**src/rtl/cr_clic_pkg.sv**
```systemverilog
// -----------------------------------------------------------------------------
// cr_clic_pkg
// Shared definitions for the CLIC arbiter slice:
//   - arb_state_e : claim-sequencer FSM encoding (IDLE/PRESENT/CLAIM)
//   - arb_ent_t   : one tournament entry {vld, id, prio, hv}, sized for the
//                   widest legal configuration (64 slots, 8 control bits)
//   - ARB_GRP_SIZE: number of slots reduced per first-stage group
// Build macro CLIC_INTCTLBITS sets the default priority control width.
// -----------------------------------------------------------------------------
`ifndef CLIC_INTCTLBITS
`define CLIC_INTCTLBITS 3
`endif

package cr_clic_pkg;

  localparam int unsigned ARB_GRP_SIZE   = 4;
  localparam int unsigned ARB_ID_MAX_W   = 6;
  localparam int unsigned ARB_PRIO_MAX_W = 9;

  typedef enum logic [1:0] {
    ARB_IDLE    = 2'b00,
    ARB_PRESENT = 2'b01,
    ARB_CLAIM   = 2'b10
  } arb_state_e;

  // Narrower configurations zero-extend into these fields, which keeps
  // unsigned priority and ID ordering intact.
  typedef struct packed {
    logic                      vld;
    logic [ARB_ID_MAX_W-1:0]   id;
    logic [ARB_PRIO_MAX_W-1:0] prio;
    logic                      hv;
  } arb_ent_t;

endpackage

```
**src/rtl/cr_clic_arb_node.sv**
```systemverilog
// -----------------------------------------------------------------------------
// cr_clic_arb_node
// Combinational 2-input tournament compare. The valid entry with the higher
// priority wins; on equal priority the lower ID wins.
//   a_i : first contender
//   b_i : second contender
//   y_o : winner (vld=0 when neither contender is valid)
// -----------------------------------------------------------------------------
module cr_clic_arb_node
  import cr_clic_pkg::*;
(
  input  arb_ent_t a_i,
  input  arb_ent_t b_i,
  output arb_ent_t y_o
);

  logic b_wins;

  always_comb begin
    b_wins = b_i.vld & (~a_i.vld
                        | (b_i.prio > a_i.prio)
                        | ((b_i.prio == a_i.prio) & (b_i.id < a_i.id)));
    y_o    = b_wins ? b_i : a_i;
  end

endmodule

```
**src/rtl/cr_clic_arb_ctrl.sv**
```systemverilog
// -----------------------------------------------------------------------------
// cr_clic_arb_ctrl
// Pipelined priority arbiter and claim sequencer between the CLIC kid array
// and the core interrupt interface.
//   clic_clk / clic_rst      : clock, synchronous active-high reset
//   kid_arb_int_req/all/hv   : per-kid request, priority, vectored flag
//   ctrl_arb_en/thresh       : global enable and priority threshold
//   arb_cpu_int_vld/id/prio/hv : presented interrupt
//   cpu_arb_int_ack          : core takes the presented interrupt
//   arb_kid_claim            : one-hot single-cycle claim to the winner
// Build macro CLIC_ARB_PREEMPT_EN lets a higher-priority candidate replace
// the presented interrupt while it waits for ack.
// -----------------------------------------------------------------------------
`ifndef CLIC_INTCTLBITS
`define CLIC_INTCTLBITS 3
`endif

module cr_clic_arb_ctrl
  import cr_clic_pkg::*;
#(
  parameter int unsigned INT_NUM = 16,
  parameter int unsigned CTLBITS = `CLIC_INTCTLBITS,
  parameter int unsigned ID_W    = 4
) (
  input  logic                         clic_clk,
  input  logic                         clic_rst,
  input  logic [INT_NUM-1:0]           kid_arb_int_req,
  input  logic [INT_NUM*(CTLBITS+1)-1:0] kid_arb_int_all,
  input  logic [INT_NUM-1:0]           kid_arb_int_hv,
  input  logic                         ctrl_arb_en,
  input  logic [CTLBITS:0]             ctrl_arb_thresh,
  output logic                         arb_cpu_int_vld,
  output logic [ID_W-1:0]              arb_cpu_int_id,
  output logic [CTLBITS:0]             arb_cpu_int_prio,
  output logic                         arb_cpu_int_hv,
  input  logic                         cpu_arb_int_ack,
  output logic [INT_NUM-1:0]           arb_kid_claim
);

  localparam int unsigned PW   = CTLBITS + 1;
  localparam int unsigned NGRP = INT_NUM / ARB_GRP_SIZE;

  // ---------------- eligibility ----------------
  arb_ent_t leaf [INT_NUM];

  always_comb begin
    for (int unsigned i = 0; i < INT_NUM; i++) begin
      leaf[i]      = '0;
      leaf[i].vld  = kid_arb_int_req[i] & ctrl_arb_en
                     & (kid_arb_int_all[i*PW +: PW] > ctrl_arb_thresh);
      leaf[i].id   = ARB_ID_MAX_W'(i % ARB_GRP_SIZE);
      leaf[i].prio = ARB_PRIO_MAX_W'(kid_arb_int_all[i*PW +: PW]);
      leaf[i].hv   = kid_arb_int_hv[i];
    end
  end

  // ---------------- stage 1: per-group winners, local IDs ----------------
  arb_ent_t s1_d [NGRP];
  arb_ent_t s1_q [NGRP];

  for (genvar g = 0; g < NGRP; g++) begin : g_grp
    arb_ent_t w01, w23;
    cr_clic_arb_node u_lo  (.a_i(leaf[4*g]),   .b_i(leaf[4*g+1]), .y_o(w01));
    cr_clic_arb_node u_hi  (.a_i(leaf[4*g+2]), .b_i(leaf[4*g+3]), .y_o(w23));
    cr_clic_arb_node u_top (.a_i(w01),         .b_i(w23),         .y_o(s1_d[g]));
  end

  always_ff @(posedge clic_clk) begin
    if (clic_rst) begin
      for (int unsigned g = 0; g < NGRP; g++) s1_q[g] <= '0;
    end else begin
      s1_q <= s1_d;
    end
  end

  // ---------------- stage 2: heap-ordered tree over groups ----------------
  // t2[1] is the root; leaves sit at t2[NGRP+g], so left children always
  // carry the lower IDs.
  arb_ent_t t2 [1:2*NGRP-1];
  arb_ent_t c_q;

  for (genvar g = 0; g < NGRP; g++) begin : g_s2_leaf
    always_comb begin
      t2[NGRP+g]    = s1_q[g];
      t2[NGRP+g].id = ARB_ID_MAX_W'(g * ARB_GRP_SIZE) | s1_q[g].id;
    end
  end

  for (genvar k = 1; k < NGRP; k++) begin : g_s2_node
    cr_clic_arb_node u_node (.a_i(t2[2*k]), .b_i(t2[2*k+1]), .y_o(t2[k]));
  end

  always_ff @(posedge clic_clk) begin
    if (clic_rst) c_q <= '0;
    else          c_q <= t2[1];
  end

  // ---------------- claim sequencer ----------------
  arb_state_e         state_q, state_d;
  logic               vld_q, vld_d, hv_q, hv_d;
  logic [ID_W-1:0]    id_q, id_d;
  logic [PW-1:0]      prio_q, prio_d;
  logic [INT_NUM-1:0] claim_q, claim_d;

  always_comb begin
    state_d = state_q;
    vld_d   = vld_q;
    id_d    = id_q;
    prio_d  = prio_q;
    hv_d    = hv_q;
    claim_d = '0;
    case (state_q)
      ARB_IDLE: begin
        if (c_q.vld) begin
          vld_d   = 1'b1;
          id_d    = ID_W'(c_q.id);
          prio_d  = PW'(c_q.prio);
          hv_d    = c_q.hv;
          state_d = ARB_PRESENT;
        end
      end
      ARB_PRESENT: begin
        if (cpu_arb_int_ack) begin
          vld_d         = 1'b0;
          claim_d[id_q] = 1'b1;
          state_d       = ARB_CLAIM;
        end else if (!kid_arb_int_req[id_q] || !ctrl_arb_en) begin
          vld_d   = 1'b0;
          state_d = ARB_IDLE;
        end
`ifdef CLIC_ARB_PREEMPT_EN
        else if (c_q.vld && (c_q.prio > ARB_PRIO_MAX_W'(prio_q))) begin
          id_d   = ID_W'(c_q.id);
          prio_d = PW'(c_q.prio);
          hv_d   = c_q.hv;
        end
`endif
      end
      ARB_CLAIM: begin
        // Two cycles here: the pulse cycle, then a quiet cycle so the kid
        // clears pending and the pipeline flushes before re-arbitration.
        if (claim_q == '0) state_d = ARB_IDLE;
      end
      default: state_d = ARB_IDLE;
    endcase
  end

  always_ff @(posedge clic_clk) begin
    if (clic_rst) begin
      state_q <= ARB_IDLE;
      vld_q   <= 1'b0;
      id_q    <= '0;
      prio_q  <= '0;
      hv_q    <= 1'b0;
      claim_q <= '0;
    end else begin
      state_q <= state_d;
      vld_q   <= vld_d;
      id_q    <= id_d;
      prio_q  <= prio_d;
      hv_q    <= hv_d;
      claim_q <= claim_d;
    end
  end

  assign arb_cpu_int_vld  = vld_q;
  assign arb_cpu_int_id   = id_q;
  assign arb_cpu_int_prio = prio_q;
  assign arb_cpu_int_hv   = hv_q;
  assign arb_kid_claim    = claim_q;

endmodule

```
**config.mk**
```make
export PLATFORM = sky130hd
export DESIGN_NAME = cr_clic_arb_ctrl
export DESIGN_NICKNAME = d
export VERILOG_FILES = /design/src/rtl/cr_clic_pkg.sv /design/src/rtl/cr_clic_arb_node.sv /design/src/rtl/cr_clic_arb_ctrl.sv
export SDC_FILE = /design/constraint.sdc
export NUM_CORES = 1
export LEC_CHECK = 0
export BUFFER_PORTS_ARGS = -buffer_cell sky130_fd_sc_hd__clkbuf_2
export CAP_MARGIN = 20
export CORE_MARGIN = 5
export CORE_UTILIZATION = 30
export CTS_CLUSTER_DIAMETER = 150
export DETAILED_ROUTE_END_ITERATION = 16
export PLACE_DENSITY_LB_ADDON = 0.05
export REMOVE_ABC_BUFFERS = 1
export SYNTH_ARGS = -nofsm -noshare
export SYNTH_HDL_FRONTEND = slang
export SYNTH_HIERARCHICAL = 1
export SYNTH_SLANG_ARGS = --single-unit
```
**constraint.sdc**
```tcl
create_clock -name clic_clk -period 5.6 [get_ports clic_clk]
set_clock_uncertainty 0.15 [all_clocks]
set_input_delay 0.56 -clock clic_clk [delete_from_list [all_inputs] [get_ports clic_clk]]
set_output_delay 0.56 -clock clic_clk [all_outputs]
set_load 0.05 [all_outputs]
```
### Word-level counts from Yosys, hierarchy flattened

Index checks and enable logic that the tools add are counted.

* shift-type cells: 0
* $lt $le $gt $ge: 40
* $mul: 0
* mux-type cells: 28
* reduce and logical (&&, ||, !) cells: 11
* div/mod/pow operators: 0
* bitwise logic cells: 93
* $add $sub $neg: 0
* equality and inequality tests: 12

Operators by type and width (number)
* $mux 17: 15
* $gt 4x4->1: 24
* $eq 9x9->1: 7
* $gt 9x9->1: 7
* $and 1x1->1: 54
* $lt 6x6->1: 7
* $or 1x1->1: 22
* $not 1->1: 17
* $logic_not 16->1: 1
* $mux 2: 4
* $pmux 2 s3: 1
* $reduce_and 3->1: 2
* $lt 4x5->1 const B: 1
* $mux 1: 5
* $bmux 1 s4: 1
* $demux 1 s4: 1
* $ge 4x1->1 const B: 1
* $ne 2x2->1 const B: 2
* $ne 3x3->1 const B: 1
* $reduce_or 3->1: 1
* $eq 2x1->1 const B: 1
* $eq 2x2->1 const B: 1
* $logic_not 1->1: 2
* $logic_not 2->1: 1
* 5 further kinds: 5

* ROM bits: 0
* memory bits (writable): 0
* register bits: 106
* output and inout bits: 26
* bits of input ports: 104
* bits in latches: 0
* word-level logic and storage cells: 210
* memories: 0

### Logic depth before layout (Yosys ltp)

* depth in word-level cells: 11
* mapped depth: 21
* mapped depth without buffers: 19

### Hierarchy

The synthesis kept the hierarchy.

By module, submodules not included
* cr_clic_arb_node: cells each 73, area each 606.8 µm², times used 15, sequential area each 0.0 µm²
* cr_clic_arb_ctrl: cells each 470, area each 4578.1 µm², times used 1, sequential area each 2042.0 µm²

### Worst setup path after synthesis

OpenSTA, ideal clock, no wires.

* kind: in2reg
* start: input port ctrl_arb_thresh[1]
* end: register s1_q[10] in the netlist's numbering
* data arrival time: 4.146 ns
* cell stages on the path: 19
* path slack: 1.176 ns
* library setup time: 0.128 ns
* data required time: 5.322 ns
* buffers on the path: 1
* cells stage by stage: inv_1 > ha_1 > nor2b_1 > o21a_1 > o21ai_0 > a21oi_1 > nand2b_1 > nand2_1 > o22ai_1 > o22ai_4 > mux2_2 > ha_1 > nand4_1 > o21bai_1 > a211oi_1 > o22ai_4 > buf_6 > mux2_1 > nor2b_1

RTL lines
* start, declared: RTL line cr_clic_arb_ctrl.sv:31 `input logic [CTLBITS:0] ctrl_arb_thresh,`
* end signal, assigned: RTL line cr_clic_arb_ctrl.sv:72 `s1_q <= s1_d;`
* end, declared: RTL line cr_clic_arb_ctrl.sv:59 `arb_ent_t s1_q [NGRP];`

==> impl_metrics.ini <==
[detailed_routing]
wl_per_cell_um = 13.5
vias = 11200
vias_per_cell = 4.26
postRouteAntennaNets = 0
drc_errors = 0
drt_pre_antenna_iters = 5
drt_wl_total_um = 35500
drtIter0Drc = 302

[clock_tree]
root_buffer = clkbuf_16
clk_pin_slew_ns = 0.07
tritoncts = done
clockBufferDepth = 2
cts_resized = 0
cts_setup_buffers = 0
clock_sinks = 102
cts_inserted_buffers = 9
htree_levels = 3
holdBufCountCts = 0
clkLatencyLatePin_ns = 0.36

[sta]
relSlewSlack = 0.334
post-route-period-util = 0.853
hold_viol = 0
period_minus_slack_ns = 4.78
finalSetupViolCount = 0
whs_ns = 0.319
fin_ws_ns = 0.821
rsz0062_at_grt = false
tightest_slew_ns = 0.995
fmax_ghz = 0.209
setup_tns_ns = 0
drv_slew = 0

[floorplanning]
boundaryPins = 130
core-area_um2 = 44400
rows = 77
die_width_um = 223
fp.dieH_um = 223
start_util = 0.305
die_area_um2 = 49500

[grt]
track_usage = 0.145
antenna_found_initial = 3
grt_max_degree = 48
grt_pass1_wl_um = 58900
grt-ovfl-total = 0
grt_pass1_vias = 11200

[finish]
antenna-diode-count = 0
area_growth_pct = 21.4
final_nets = 2414
stdcell_count = 2632
drive_above_1_share = 0.138

[setup_path]
cpMaxStageDelayCell = o22ai_4
cp_num_buf_inv = 3
worstPathRequired_ns = 5.67
crit_type = in -> reg
cp-start-kind = input pin
r2r_setup_slack_ns = 1.12
timing.rr.start = s1_q[26]
critPathCaptureType = register
critPathLaunch = ctrl_arb_thresh[1]
worstPathMaxFanout = 16
critPathArrivalTime_ns = 4.85
crit_family = compound AO/OA/AOI/OAI gates
cpPeakStageDelay_ns = 0.49
crit_chain = clkbuf_2 -> inv_1 -> buf_4 -> ha_1 -> nor2b_1 -> o21a_1 -> o21ai_0 -> a21oi_1 -> nand2b_1 -> nand2_1 -> o22ai_1 -> o22ai_4 -> mux2_2 -> ha_1 -> nand4_1 -> o41ai_2 -> nand2_1 -> o22ai_4 -> mux2_2 -> nor2b_1

[synthesis]
synth_warnings = 6
postSynthAreaPerCell_um2 = 8.72
synthCells = 1554
synth_area_um2 = 13600

[pwr]
combPwrFrac = 0.486
finalPower_mw = 2.89
clock_power_share = 0.217
p_seq_frac = 0.297
swShare = 0.391
peakVddDrop_mv = 0.123
internal-power_mw = 1.76
p_leak_nw = 7.87
power_density_nw_per_um2 = 176
p_sw_mw = 1.13

[hold_path]
hp-start = c_q[4]
min_path_type = reg -> reg

[placement]
place.gp.congestion = 0.786
placed_cells = 2617
hpwl_um = 30000
preCtsSetupSlack_ns = 0.421
port_buffers = 129

[status]
status = complete, no violations

[flow_run]
max_cap_viol_count = 0
[metrics by stage]
step / cell area, um2 / util
after floorplan: 14700 / -
after global placement: 16200 / 0.364
after detailed placement: 16200 / 0.364
after CTS: 16500 / 0.370
after global routing: 16500 / 0.370
final: 16500 / 0.370
[area by class of cell]
cell class	count	area [um2]
flip-flops and latches	102	2040
clock inverters	5	51.3
well taps	592	741
inverters	292	1100
repair buffers	144	758
multi-input cells	1487	11500
clock buffers	10	239
fillers	4698	28000
[sequential cells by signal, indices dropped and copies added, names as in the netlist]
name and flops:
s1_q 64, arb_kid_claim 16, c_q 10, arb_cpu_int_id 4, arb_cpu_int_prio 4, state_q 2, arb_cpu_int_hv 1, arb_cpu_int_vld 1
[placed cells by master, fill, tap and decap left out, drive strengths merged, types with 5 or more instances in the layout]
cell and count:
ha 274, o41ai 15, nor4 5, mux2 229, o21ai 32, a21oi 92, o21bai 16, inv 295
or2 15, a211oi 31, buf 16, nand2 65, a21o 15, clkbuf 138, nor2b 92, mux2i 17
nand3 35, o22ai 30, dfxtp 102, o21a 16, nor2 27, o31ai 15, nand4 47, conb 360
and4 15, nand2b 32
[tightest hold or removal path, cell delays in order, from the launching register on]
cell and delay, ns:
dfxtp_1 0.31, mux2i_1 0.06, nor2_1 0.07
[power groups by stage]
stage | sequential, mW | clock, mW | combinational, mW
2_1_floorplan | 0.866 | 0 | 1.03
3_3_place_gp | 0.877 | 0 | 1.34
3_5_place_dp | 0.875 | 0 | 1.35
4_1_cts | 0.859 | 0.659 | 1.35
5_1_grt | 0.868 | 0.687 | 1.62
6_report | 0.858 | 0.625 | 1.40
[final timing paths]
kind         cells after the start             endpoint
max                             20             s1_q[55]
min                              2  arb_cpu_int_prio[3]
max reg2reg                     14               c_q[1]
min reg2reg                      2  arb_cpu_int_prio[3]
[per-layer routing]
| metal | GRT usage | share of wire |
|---|---|---|
| met1 | 0.214 | 0.53 |
| met2 | 0.233 | 0.43 |
| met3 | 0.0161 | 0.026 |
| met4 | 0.0190 | 0.0069 |
| met5 | 0 | 0 |
(Power assumes the default switching activity.)
